## src/rtl/spi_slave.sv

```systemverilog
// SPI slave endpoint supporting all four CPOL/CPHA modes.
//
// spi_clk, spi_cs_n and spi_di are oversampled in the clk_sys domain. Words are
// shifted MSB-first on one data line in each direction. Received words appear on
// rx_data with a one-cycle rx_valid pulse. A one-entry TX holding register
// supplies each outgoing word.
//
// Ports:
//   clk_sys, rst_n_sys  system clock, asynchronous active-low reset
//   cpol, cpha          SPI mode, latched while deselected
//   spi_clk, spi_cs_n,
//   spi_di              SPI inputs from the master (asynchronous)
//   spi_do, spi_do_en   slave data out and its output enable
//   tx_data, tx_wr      TX holding register write port
//   tx_ready            TX holding register empty
//   rx_data, rx_valid   last received word, new-word pulse
//   tx_underrun         pulse: word load found the TX register empty
//   frame_abort         pulse: CS deasserted mid-word
//   spi_busy            synchronized chip select active
module spi_slave #(
    parameter int unsigned G_SPI_DATA_WIDTH = 8,
    parameter int unsigned G_SYNC_STAGES    = 2
) (
    input  logic                        clk_sys,
    input  logic                        rst_n_sys,
    input  logic                        cpol,
    input  logic                        cpha,
    input  logic                        spi_clk,
    input  logic                        spi_cs_n,
    input  logic                        spi_di,
    output logic                        spi_do,
    output logic                        spi_do_en,
    input  logic [G_SPI_DATA_WIDTH-1:0] tx_data,
    input  logic                        tx_wr,
    output logic                        tx_ready,
    output logic [G_SPI_DATA_WIDTH-1:0] rx_data,
    output logic                        rx_valid,
    output logic                        tx_underrun,
    output logic                        frame_abort,
    output logic                        spi_busy
);

    localparam int unsigned W     = G_SPI_DATA_WIDTH;
    localparam int unsigned SS    = G_SYNC_STAGES;
    localparam int unsigned CNT_W = $clog2(W + 1);

    typedef enum logic [0:0] {StIdle, StActive} state_e;

    // Synchronizers
    logic [SS-1:0] clk_sync_q;
    logic [SS-1:0] cs_sync_q;
    logic [SS-1:0] di_sync_q;
    // Marks when the synchronizers hold real pin samples rather than reset values
    logic [SS-1:0] fill_q;

    always_ff @(posedge clk_sys or negedge rst_n_sys) begin
        if (!rst_n_sys) begin
            clk_sync_q <= '0;
            cs_sync_q  <= '1;
            di_sync_q  <= '0;
            fill_q     <= '0;
        end else begin
            clk_sync_q <= {clk_sync_q[SS-2:0], spi_clk};
            cs_sync_q  <= {cs_sync_q[SS-2:0], spi_cs_n};
            di_sync_q  <= {di_sync_q[SS-2:0], spi_di};
            fill_q     <= {fill_q[SS-2:0], 1'b1};
        end
    end

    logic clk_s;
    logic cs_s;
    logic di_s;
    assign clk_s = clk_sync_q[SS-1];
    assign cs_s  = cs_sync_q[SS-1];
    assign di_s  = di_sync_q[SS-1];

    // State registers
    state_e           state_q, state_d;
    logic             clk_prev_q;
    logic             cs_prev_q;
    logic             busy_q;
    logic             cpol_q, cpol_d;
    logic             cpha_q, cpha_d;
    logic [CNT_W-1:0] bit_cnt_q, bit_cnt_d;
    logic [W-1:0]     rx_shift_q, rx_shift_d;
    logic [W-1:0]     rx_data_q, rx_data_d;
    logic             rx_valid_q, rx_valid_d;
    logic [W-1:0]     tx_shift_q, tx_shift_d;
    logic [W-1:0]     tx_hold_q, tx_hold_d;
    logic             tx_full_q, tx_full_d;
    logic             first_edge_q, first_edge_d;
    logic             boundary_q, boundary_d;
    logic             underrun_q, underrun_d;
    logic             abort_q, abort_d;

    logic lead_edge;
    logic trail_edge;
    logic sample_edge;
    logic shift_edge;
    logic cs_fall;
    logic [W-1:0] rx_next;

    assign lead_edge   = (clk_s != cpol_q) && (clk_prev_q == cpol_q);
    assign trail_edge  = (clk_s == cpol_q) && (clk_prev_q != cpol_q);
    assign sample_edge = cpha_q ? trail_edge : lead_edge;
    assign shift_edge  = cpha_q ? lead_edge : trail_edge;
    assign cs_fall     = cs_prev_q && !cs_s;
    assign rx_next     = {rx_shift_q[W-2:0], di_s};

    always_comb begin
        logic word_load;
        word_load    = 1'b0;
        state_d      = state_q;
        cpol_d       = cpol_q;
        cpha_d       = cpha_q;
        bit_cnt_d    = bit_cnt_q;
        rx_shift_d   = rx_shift_q;
        rx_data_d    = rx_data_q;
        rx_valid_d   = 1'b0;
        tx_shift_d   = tx_shift_q;
        tx_hold_d    = tx_hold_q;
        tx_full_d    = tx_full_q;
        first_edge_d = first_edge_q;
        boundary_d   = boundary_q;
        underrun_d   = 1'b0;
        abort_d      = 1'b0;

        unique case (state_q)
            StIdle: begin
                cpol_d = cpol;
                cpha_d = cpha;
                if (cs_fall) begin
                    state_d      = StActive;
                    word_load    = 1'b1;
                    bit_cnt_d    = '0;
                    first_edge_d = 1'b1;
                    boundary_d   = 1'b0;
                end
            end
            StActive: begin
                if (cs_s) begin
                    state_d    = StIdle;
                    abort_d    = (bit_cnt_q != '0);
                    bit_cnt_d  = '0;
                    boundary_d = 1'b0;
                end else begin
                    if (sample_edge) begin
                        rx_shift_d = rx_next;
                        if (bit_cnt_q == CNT_W'(W - 1)) begin
                            rx_data_d  = rx_next;
                            rx_valid_d = 1'b1;
                            bit_cnt_d  = '0;
                            boundary_d = 1'b1;
                        end else begin
                            bit_cnt_d = bit_cnt_q + CNT_W'(1);
                        end
                    end
                    if (shift_edge) begin
                        if (boundary_q) begin
                            // With cpha=1 this edge is also the new word's first
                            // edge: the fresh MSB must stay put, so the
                            // first-edge flag is set and consumed here at once.
                            word_load    = 1'b1;
                            boundary_d   = 1'b0;
                            first_edge_d = 1'b0;
                        end else if (cpha_q && first_edge_q) begin
                            first_edge_d = 1'b0;
                        end else begin
                            tx_shift_d = {tx_shift_q[W-2:0], 1'b0};
                        end
                    end
                end
            end
            default: state_d = StIdle;
        endcase

        if (word_load) begin
            if (tx_full_q) begin
                tx_shift_d = tx_hold_q;
                tx_full_d  = 1'b0;
            end else begin
                tx_shift_d = '0;
                underrun_d = 1'b1;
            end
        end

        // Writes only land in an empty register, even alongside a load
        if (tx_wr && !tx_full_q) begin
            tx_hold_d = tx_data;
            tx_full_d = 1'b1;
        end
    end

    always_ff @(posedge clk_sys or negedge rst_n_sys) begin
        if (!rst_n_sys) begin
            state_q      <= StIdle;
            clk_prev_q   <= 1'b0;
            cs_prev_q    <= 1'b0;
            busy_q       <= 1'b0;
            cpol_q       <= 1'b0;
            cpha_q       <= 1'b0;
            bit_cnt_q    <= '0;
            rx_shift_q   <= '0;
            rx_data_q    <= '0;
            rx_valid_q   <= 1'b0;
            tx_shift_q   <= '0;
            tx_hold_q    <= '0;
            tx_full_q    <= 1'b0;
            first_edge_q <= 1'b0;
            boundary_q   <= 1'b0;
            underrun_q   <= 1'b0;
            abort_q      <= 1'b0;
        end else begin
            state_q      <= state_d;
            clk_prev_q   <= clk_s;
            // A CS fall only counts once CS was really seen high after reset,
            // so a frame interrupted by reset is not picked up mid-word.
            cs_prev_q    <= fill_q[SS-1] ? cs_s : 1'b0;
            busy_q       <= !cs_s;
            cpol_q       <= cpol_d;
            cpha_q       <= cpha_d;
            bit_cnt_q    <= bit_cnt_d;
            rx_shift_q   <= rx_shift_d;
            rx_data_q    <= rx_data_d;
            rx_valid_q   <= rx_valid_d;
            tx_shift_q   <= tx_shift_d;
            tx_hold_q    <= tx_hold_d;
            tx_full_q    <= tx_full_d;
            first_edge_q <= first_edge_d;
            boundary_q   <= boundary_d;
            underrun_q   <= underrun_d;
            abort_q      <= abort_d;
        end
    end

    assign spi_do_en   = (state_q == StActive);
    assign spi_do      = (state_q == StActive) && tx_shift_q[W-1];
    assign tx_ready    = !tx_full_q;
    assign rx_data     = rx_data_q;
    assign rx_valid    = rx_valid_q;
    assign tx_underrun = underrun_q;
    assign frame_abort = abort_q;
    assign spi_busy    = busy_q;

endmodule

```

## config.mk

```make
export PLATFORM = sky130hd
export DESIGN_NAME = spi_slave
export DESIGN_NICKNAME = d
export VERILOG_FILES = /design/src/rtl/spi_slave.sv
export SDC_FILE = /design/constraint.sdc
export NUM_CORES = 1
export LEC_CHECK = 0
export ABC_AREA = 1
export CORE_UTILIZATION = 50
export DETAILED_ROUTE_END_ITERATION = 16
export PLACE_DENSITY = 0.81
export SLEW_MARGIN = 20
export SYNTH_ARGS = -nofsm -noshare
export SYNTH_HDL_FRONTEND = slang
export SYNTH_SLANG_ARGS = --single-unit
```

## constraint.sdc

```tcl
create_clock -name clk_sys -period 4.82 [get_ports clk_sys]
set_clock_uncertainty 0.15 [all_clocks]
set_input_delay 0.723 -clock clk_sys [delete_from_list [all_inputs] [get_ports clk_sys]]
set_output_delay 0.723 -clock clk_sys [all_outputs]
set_load 0.01 [all_outputs]
```

---- Yosys cells after proc, flatten, opt, wreduce, memory -nomap -nowiden ----
Cells that the tools add are included.
word-level totals
  logic and storage cells ................. 99
  bits in registers ....................... 55
  input port bits ......................... 16
operators by class
  bitwise operators ....................... 2
  add/subtract/negate cells ............... 1
  multiplexer cells ....................... 45
  eq/ne operators ......................... 13
  reduce and logical (&&, ||, !) cells .... 17
operators by type and width
  kind                                                                      number
  8-bit 2-to-1 mux                                                          7
  1-bit 2-to-1 mux                                                          29
  4-bit 2-to-1 mux                                                          4
  2-bit by 1-bit inequality test with 1-bit output (second input constant)  4
  1-bit case mux with 2 select lines                                        4
  4-bit case mux with 2 select lines                                        1
  4-bit AND reduction                                                       2
  1-bit logical AND                                                         6
  2-bit nonzero test                                                        3
  5-bit AND reduction                                                       1
  4-bit by 1-bit adder with 4-bit output (second input constant)            1
  4-bit by 3-bit == test with 1-bit output (second input constant)          1
  2-bit inequality test (second input constant)                             2
  4-bit nonzero test                                                        1
  3-bit by 1-bit inequality test with 1-bit output (second input constant)  1
  3-bit by 2-bit inequality test with 1-bit output (second input constant)  1
  3-bit AND reduction                                                       1
  1-bit == test                                                             2
  1-bit logical NOT                                                         2
  1-bit inequality test                                                     2
  1-bit inverter                                                            2
  2-bit AND reduction                                                       1

---- Logic depth before layout (Yosys ltp) ----
Gate-level depths: netlist of the first run.
  word-level depth ........................ 8
  depth in mapped cells ................... 11

---- Least setup slack after synthesis of the first run ----
Ideal clock, no wire load.
  path kind ............................... input -> register
  start ................................... input tx_wr
  end ..................................... register tx_hold_q[0]
  arrival time ............................ 1286 ps
  setup slack ............................. 3259 ps
  library setup time ...................... 125 ps
  cell stages on the path ................. 2
  buffers on the path ..................... 0
  path through ............................ nand2_1 > mux2_2
on the way
  cells in the longest elaborated chain, start to end .. 1
ends and longest elaborated chain
  item                  RTL line  RTL
  from (decl)           34        input logic tx_wr,
  1-bit logical AND     188       if (tx_wr && !tx_full_q) begin
  to (signal assigned)  227       tx_hold_q <= tx_hold_d;
  to (decl)             89        logic [W-1:0] tx_hold_q, tx_hold_d;
Every way passes these cells.
A chain may end at the register's enable or synchronous reset.

---- Final worst setup path of the first run ----
  start ................................... register tx_full_q
  end ..................................... output tx_ready
on the way
  cells in the longest elaborated chain, start to end .. 1
ends and longest elaborated chain
  item                    RTL line  RTL
  from (decl)             90        logic tx_full_q, tx_full_d;
  from (signal assigned)  228       tx_full_q <= tx_full_d;
  1-bit logical NOT       238       assign tx_ready = !tx_full_q;
  to (decl)               35        output logic tx_ready,
Every way passes these cells.

==> results of run 1 <==
[stage by stage]
stage	area (um2)	total power, mW
3_5_place_dp	2824	0.8209
6_report	2942	1.121
4_1_cts	2942	1.133
3_3_place_gp	2824	0.8070
5_1_grt	2942	1.191
2_1_floorplan	2466	0.7512
[synth_stat cells (all sizes together)]
cell,instances
a311oi,1
dfrtp,53
ha,2
o22ai,1
nor2,9
o21ai,22
a21oi,3
nand3,17
nand4,2
dfstp,2
conb,1
inv,36
or2,1
o31ai,1
mux2,8
buf,4
nand2,96
[flip-flops by register name, summed over array words and instances, names as in the netlist, 2 cells and up]
signal,count
clk_sync_q,2
fill_q,2
tx_shift_q,8
di_sync_q,2
rx_shift_q,7
tx_hold_q,8
rx_data,8
bit_cnt_q,4
cs_sync_q,2
[cell families after synthesis]
family | after synthesis | share of synthesized area (%)
AND/OR/NAND/NOR | 125 | 24.91
other | 1 | 0.1521
AO/OA/AOI/OAI | 28 | 7.204
adder cells (fa/ha/maj) | 2 | 1.015
buffers and inverters | 40 | 7.154
multiplexers | 8 | 3.653
flip-flops | 55 | 55.91
[final cells by class]
class | count | area share (%)
inverters | 36 | 5.019
flip-flops and latches | 55 | 46.87
clock buffers | 6 | 2.807
multi-input cells | 164 | 30.97
repair buffers | 31 | 10.29
well taps | 67 | 2.850
clock inverters | 2 | 1.191
[power groups by stage]
stage / Combinational (mW) / Sequential, mW / Clock, mW
after global routing: 0.249 / 0.605 / 0.338
after floorplan: 0.171 / 0.581 / 0
after global placement: 0.209 / 0.598 / 0
final: 0.216 / 0.594 / 0.311
after CTS: 0.220 / 0.592 / 0.321
after detailed placement: 0.219 / 0.602 / 0
[final timing paths]
check	end	depth (start not counted)
min in group asynchronous	spi_busy	2
max in group asynchronous	cpol_q	2
worst min-delay path	clk_sync_q[1]	0
worst max-delay path	tx_ready	2
worst max register to register	tx_shift_q[4]	7
worst min register to register	clk_sync_q[1]	0
[critical path, stage by stage (launching register included)]
cell             delay (ns)
dfrtp_1                0.48
inv_1                  0.13
clkdlybuf4s50_1        0.54
[layer usage]
layer	part of all wire (%)	vias to the layer above
met5	0	-
met2	47	35
met3	4.3	8
li1	-	874
met4	2.1	0
met1	46	818
==> flow_summary.json, run 1 <==
{
  "yosysUniqueCellTypes": 29,
  "grt_max_degree": 56,
  "layout_commonest_cell": "nand2_1",
  "nFillCells": 409,
  "cts_resized": 0,
  "cts.hold.buffers_added": 0,
  "cp_max_fo": 10,
  "critPathCaptureType": "primary output",
  "dp_slack_ns": 2.758,
  "rows": 25,
  "drt_iter0_drc": 63,
  "r2r_start": "cs_sync_q[1]",
  "relSlewSlack_pct": 55.07,
  "setup_viol": 0,
  "tightestPinTransition_ns": 0.6740,
  "die_y_um": 72.23,
  "root_buffer": "clkbuf_8",
  "post-route-util_pct": 62.28,
  "place.gp.congestion": 0.8084,
  "fin_crit_sh_pct": 48.49,
  "swShare_pct": 27.67,
  "hold_viol": 0,
  "cts.clk_slew.worst_paths_ns": 0.09,
  "hold_slack_ns": 0.2053,
  "first_global_vias": 1566,
  "r2r_slack_ns": 3.03,
  "syn_to_final_growth_pct": 19.28,
  "synthCells": 259,
  "p_int_uw": 810.8,
  "cts_sinks": 55,
  "hpwlAfterDp_um": 2670,
  "grt_use_total_pct": 16.66,
  "cp.required_ns": 3.95,
  "ios": 31,
  "start_util_pct": 52.21,
  "antenna_found_initial": 0,
  "use_met1_pct": 20.22,
  "cts_tree": "yes",
  "mostFrequentLayoutCells": "83 x nand2_1, 53 x dfrtp_1, 31 x inv_1, 29 x clkdlybuf4s50_1, 16 x nand3_1",
  "start_kind": "flop",
  "dieArea_um2": 5217,
  "rsz0062_at_grt": "false",
  "power_density_nw_per_um2": 381.1,
  "outcome": "finished clean",
  "fmax_mhz": 427.9,
  "synth_top_area_share_pct": 53.78,
  "layout-drive-gt1-share_pct": 17.69,
  "critPathArrivalTime_ns": 1.46,
  "vdd_drop_max_mv": 0.2358,
  "synthesis.nets": 277,
  "viasPerCell": 4.806,
  "drt_wl_total_um": 3797,
  "power.leakage_nw": 1.556,
  "cts_buffers": 5,
  "layout.nets": 311,
  "yosys.area.top_type": "dfrtp_1",
  "wl_per_cell_um": 10.52,
  "drt_first_pass_iters": 4,
  "yosysSeqAreaShare_pct": 55.91,
  "finalWorstPathRequiredPeriod_ns": 2.337,
  "final_antenna_net_count": 0,
  "clk_latency_ns": 0.31,
  "clockPowerShare_pct": 27.8,
  "multiInputGateArea_um2": 910.9,
  "syn_area_um2": 2466,
  "pwr-share-seq_pct": 53.0,
  "antennaDiodeCount": 0,
  "io_buffers": 30,
  "crit_start": "tx_full_q",
  "grt_pass1_wl_um": 6665,
  "grt.busiest_layer": "met2",
  "power_frac_comb_pct": 19.2,
  "tns_ns": 0,
  "use_met2_pct": 27.73,
  "htreeDepth": 2,
  "crit_type": "reg2out",
  "place_inst": 353,
  "met3_usage_pct": 4.722,
  "drv_cap": 0,
  "coreArea_um2": 4723,
  "hp-start": "clk_sync_q[0]",
  "slew_violations": 0,
  "post_cts_buffers": 0,
  "yosys_warnings": 0,
  "finalWorstSetupSlack_ns": 2.483,
  "p_sw_uw": 310.1,
  "overflow": 0,
  "finalNonFillerCells": 361,
  "die_w_um": 72.23,
  "post-route-drc-count": 0,
  "synth_area_leaders": "dfrtp_1 54%, nand2_1 13%, inv_1 4.7%",
  "clockBufferDepth": 2,
  "synth_seq_cells": 55,
  "register_area_um2": 1379,
  "avgSynthCellArea_um2": 9.522,
  "hold_class": "reg2reg",
  "routed-via-count": 1735
}
(Power assumes the default switching activity.)
==> run 2, diff against run 1 <==
Clock period 4.82 ns to 2.3 ns, I/O delays scaled along.
==> flow_summary.json, run 2 (synthesis gave the netlist of run 1 again) <==
{
  "first_global_vias": 1698,
  "dp_slack_ns": 0.5603,
  "post-route-drc-count": 0,
  "layout-drive-gt1-share_pct": 17.69,
  "fmax_mhz": 504.3,
  "ios": 31,
  "cts.clk_slew.worst_paths_ns": 0.10,
  "failed_checks": "negative hold slack",
  "crit_chain": "inv_1 > clkdlybuf4s50_1",
  "cts.hold.buffers_added": 0,
  "vdd_drop_max_mv": 0.4738,
  "place_inst": 353,
  "finalWorstSetupSlack_ns": 0.3172,
  "tns_ns": 0,
  "routed-via-count": 1719,
  "hpwlAfterDp_um": 2811,
  "power_density_nw_per_um2": 766.4,
  "grt_pass1_wl_um": 7362,
  "relSlewSlack_pct": 56.01,
  "hold_slack_ns": -0.01369,
  "r2r_slack_ns": 0.56,
  "power.leakage_nw": 1.536,
  "cts_resized": 0,
  "cp_max_fo": 10,
  "rsz0062_at_grt": "false",
  "coreArea_um2": 4723,
  "viasPerCell": 4.762,
  "cts_buffers": 5,
  "root_buffer": "clkbuf_8",
  "cts_tree": "yes",
  "crit_type": "reg2out",
  "path_delay_family": "buffers and inverters",
  "clk_latency_ns": 0.31,
  "start_kind": "flop",
  "rows": 25,
  "setup_viol": 0,
  "hold_class": "in2async",
  "drt_first_pass_iters": 4,
  "die_w_um": 72.23,
  "grt_use_total_pct": 18.35,
  "dieArea_um2": 5217,
  "antenna_found_initial": 0,
  "final_antenna_net_count": 0,
  "finalNonFillerCells": 361,
  "start_util_pct": 52.21,
  "drt_iter0_drc": 148,
  "critPathArrivalTime_ns": 1.49,
  "cts_sinks": 55,
  "cp_slowest_stage_delay_ns": 0.55,
  "wl_per_cell_um": 10.81,
  "cp_slowest_cell": "clkdlybuf4s50_1",
  "post_cts_buffers": 0,
  "critPathCaptureType": "primary output",
  "grt_max_degree": 56,
  "htreeDepth": 2,
  "overflow": 0,
  "cp.required_ns": 1.80,
  "clockBufferDepth": 2,
  "layout.nets": 311,
  "syn_to_final_growth_pct": 18.26,
  "critical_path_buf_inv_count": 2,
  "slew_violations": 0,
  "finalWorstPathRequiredPeriod_ns": 1.983,
  "mostFrequentLayoutCells": "83 x nand2_1, 53 x dfrtp_1, 31 x inv_1, 29 x clkdlybuf4s50_1, 16 x nand3_1",
  "drv_cap": 0,
  "layout_commonest_cell": "nand2_1",
  "antennaDiodeCount": 0,
  "io_buffers": 30,
  "post-route-util_pct": 61.75,
  "fin_crit_sh_pct": 86.21,
  "drt_wl_total_um": 3902,
  "place.gp.congestion": 0.8064,
  "die_y_um": 72.23,
  "hold_viol": 20,
  "outcome": "finished with violations",
  "tightestPinTransition_ns": 0.6598
}
-- run 2: power by group --
part	internal [mW]	switching (mW)	total (mW)
clock network	0.218	0.318	0.536
registers	1.13	0.112	1.24
logic	0.214	0.241	0.456
total	1.56	0.670	2.24
-- run 2: per-stage QoR --
stage | instance area [um2] | power [mW]
floorplan | 2466 | 1.574
global placement | 2824 | 1.696
detailed placement | 2824 | 1.722
CTS | 2917 | 2.265
global route | 2917 | 2.388
finish | 2917 | 2.235
-- run 2: cell type report --
cell class / instances / area, um2
sequential: 55 / 1379
clock inverter: 3 / 23.77
multi-input combinational: 164 / 910.9
fill: 407 / 1807
clock buffer: 5 / 68.82
inverter: 36 / 147.6
timing repair buffer: 31 / 302.8
tap: 67 / 83.83
-- run 2: worst reg2reg max path, delay by kind of cell (launching register included) --
| kind | cells | cell delay (ns) |
|---|---|---|
| buffers and inverters | 1 | 0.07 |
| AND/OR/NAND/NOR | 6 | 0.79 |
| flip-flops | 1 | 0.64 |
-- run 2: routing by layer --
layer  global-route usage, %  vias to the layer above  routed length (um)
met5                       0                        -                   0
met4                   5.882                        0                  29
met3                   5.139                        4                 153
met2                   30.22                       37                1961
met1                   23.58                      801                1757
li1                        -                      877                   -
-- run 2: worst paths after layout --
kind / startpoint / end / depth (start not counted)
worst max-delay path: tx_full_q / tx_ready / 2
worst min-delay path: rst_n_sys / frame_abort / 2
worst max register to register: cs_sync_q[1] / tx_shift_q[1] / 7
worst min register to register: di_sync_q[0] / di_sync_q[1] / 0
max in group asynchronous: rst_n_sys / clk_prev_q / 2
min in group clk_sys: di_sync_q[0] / di_sync_q[1] / 0
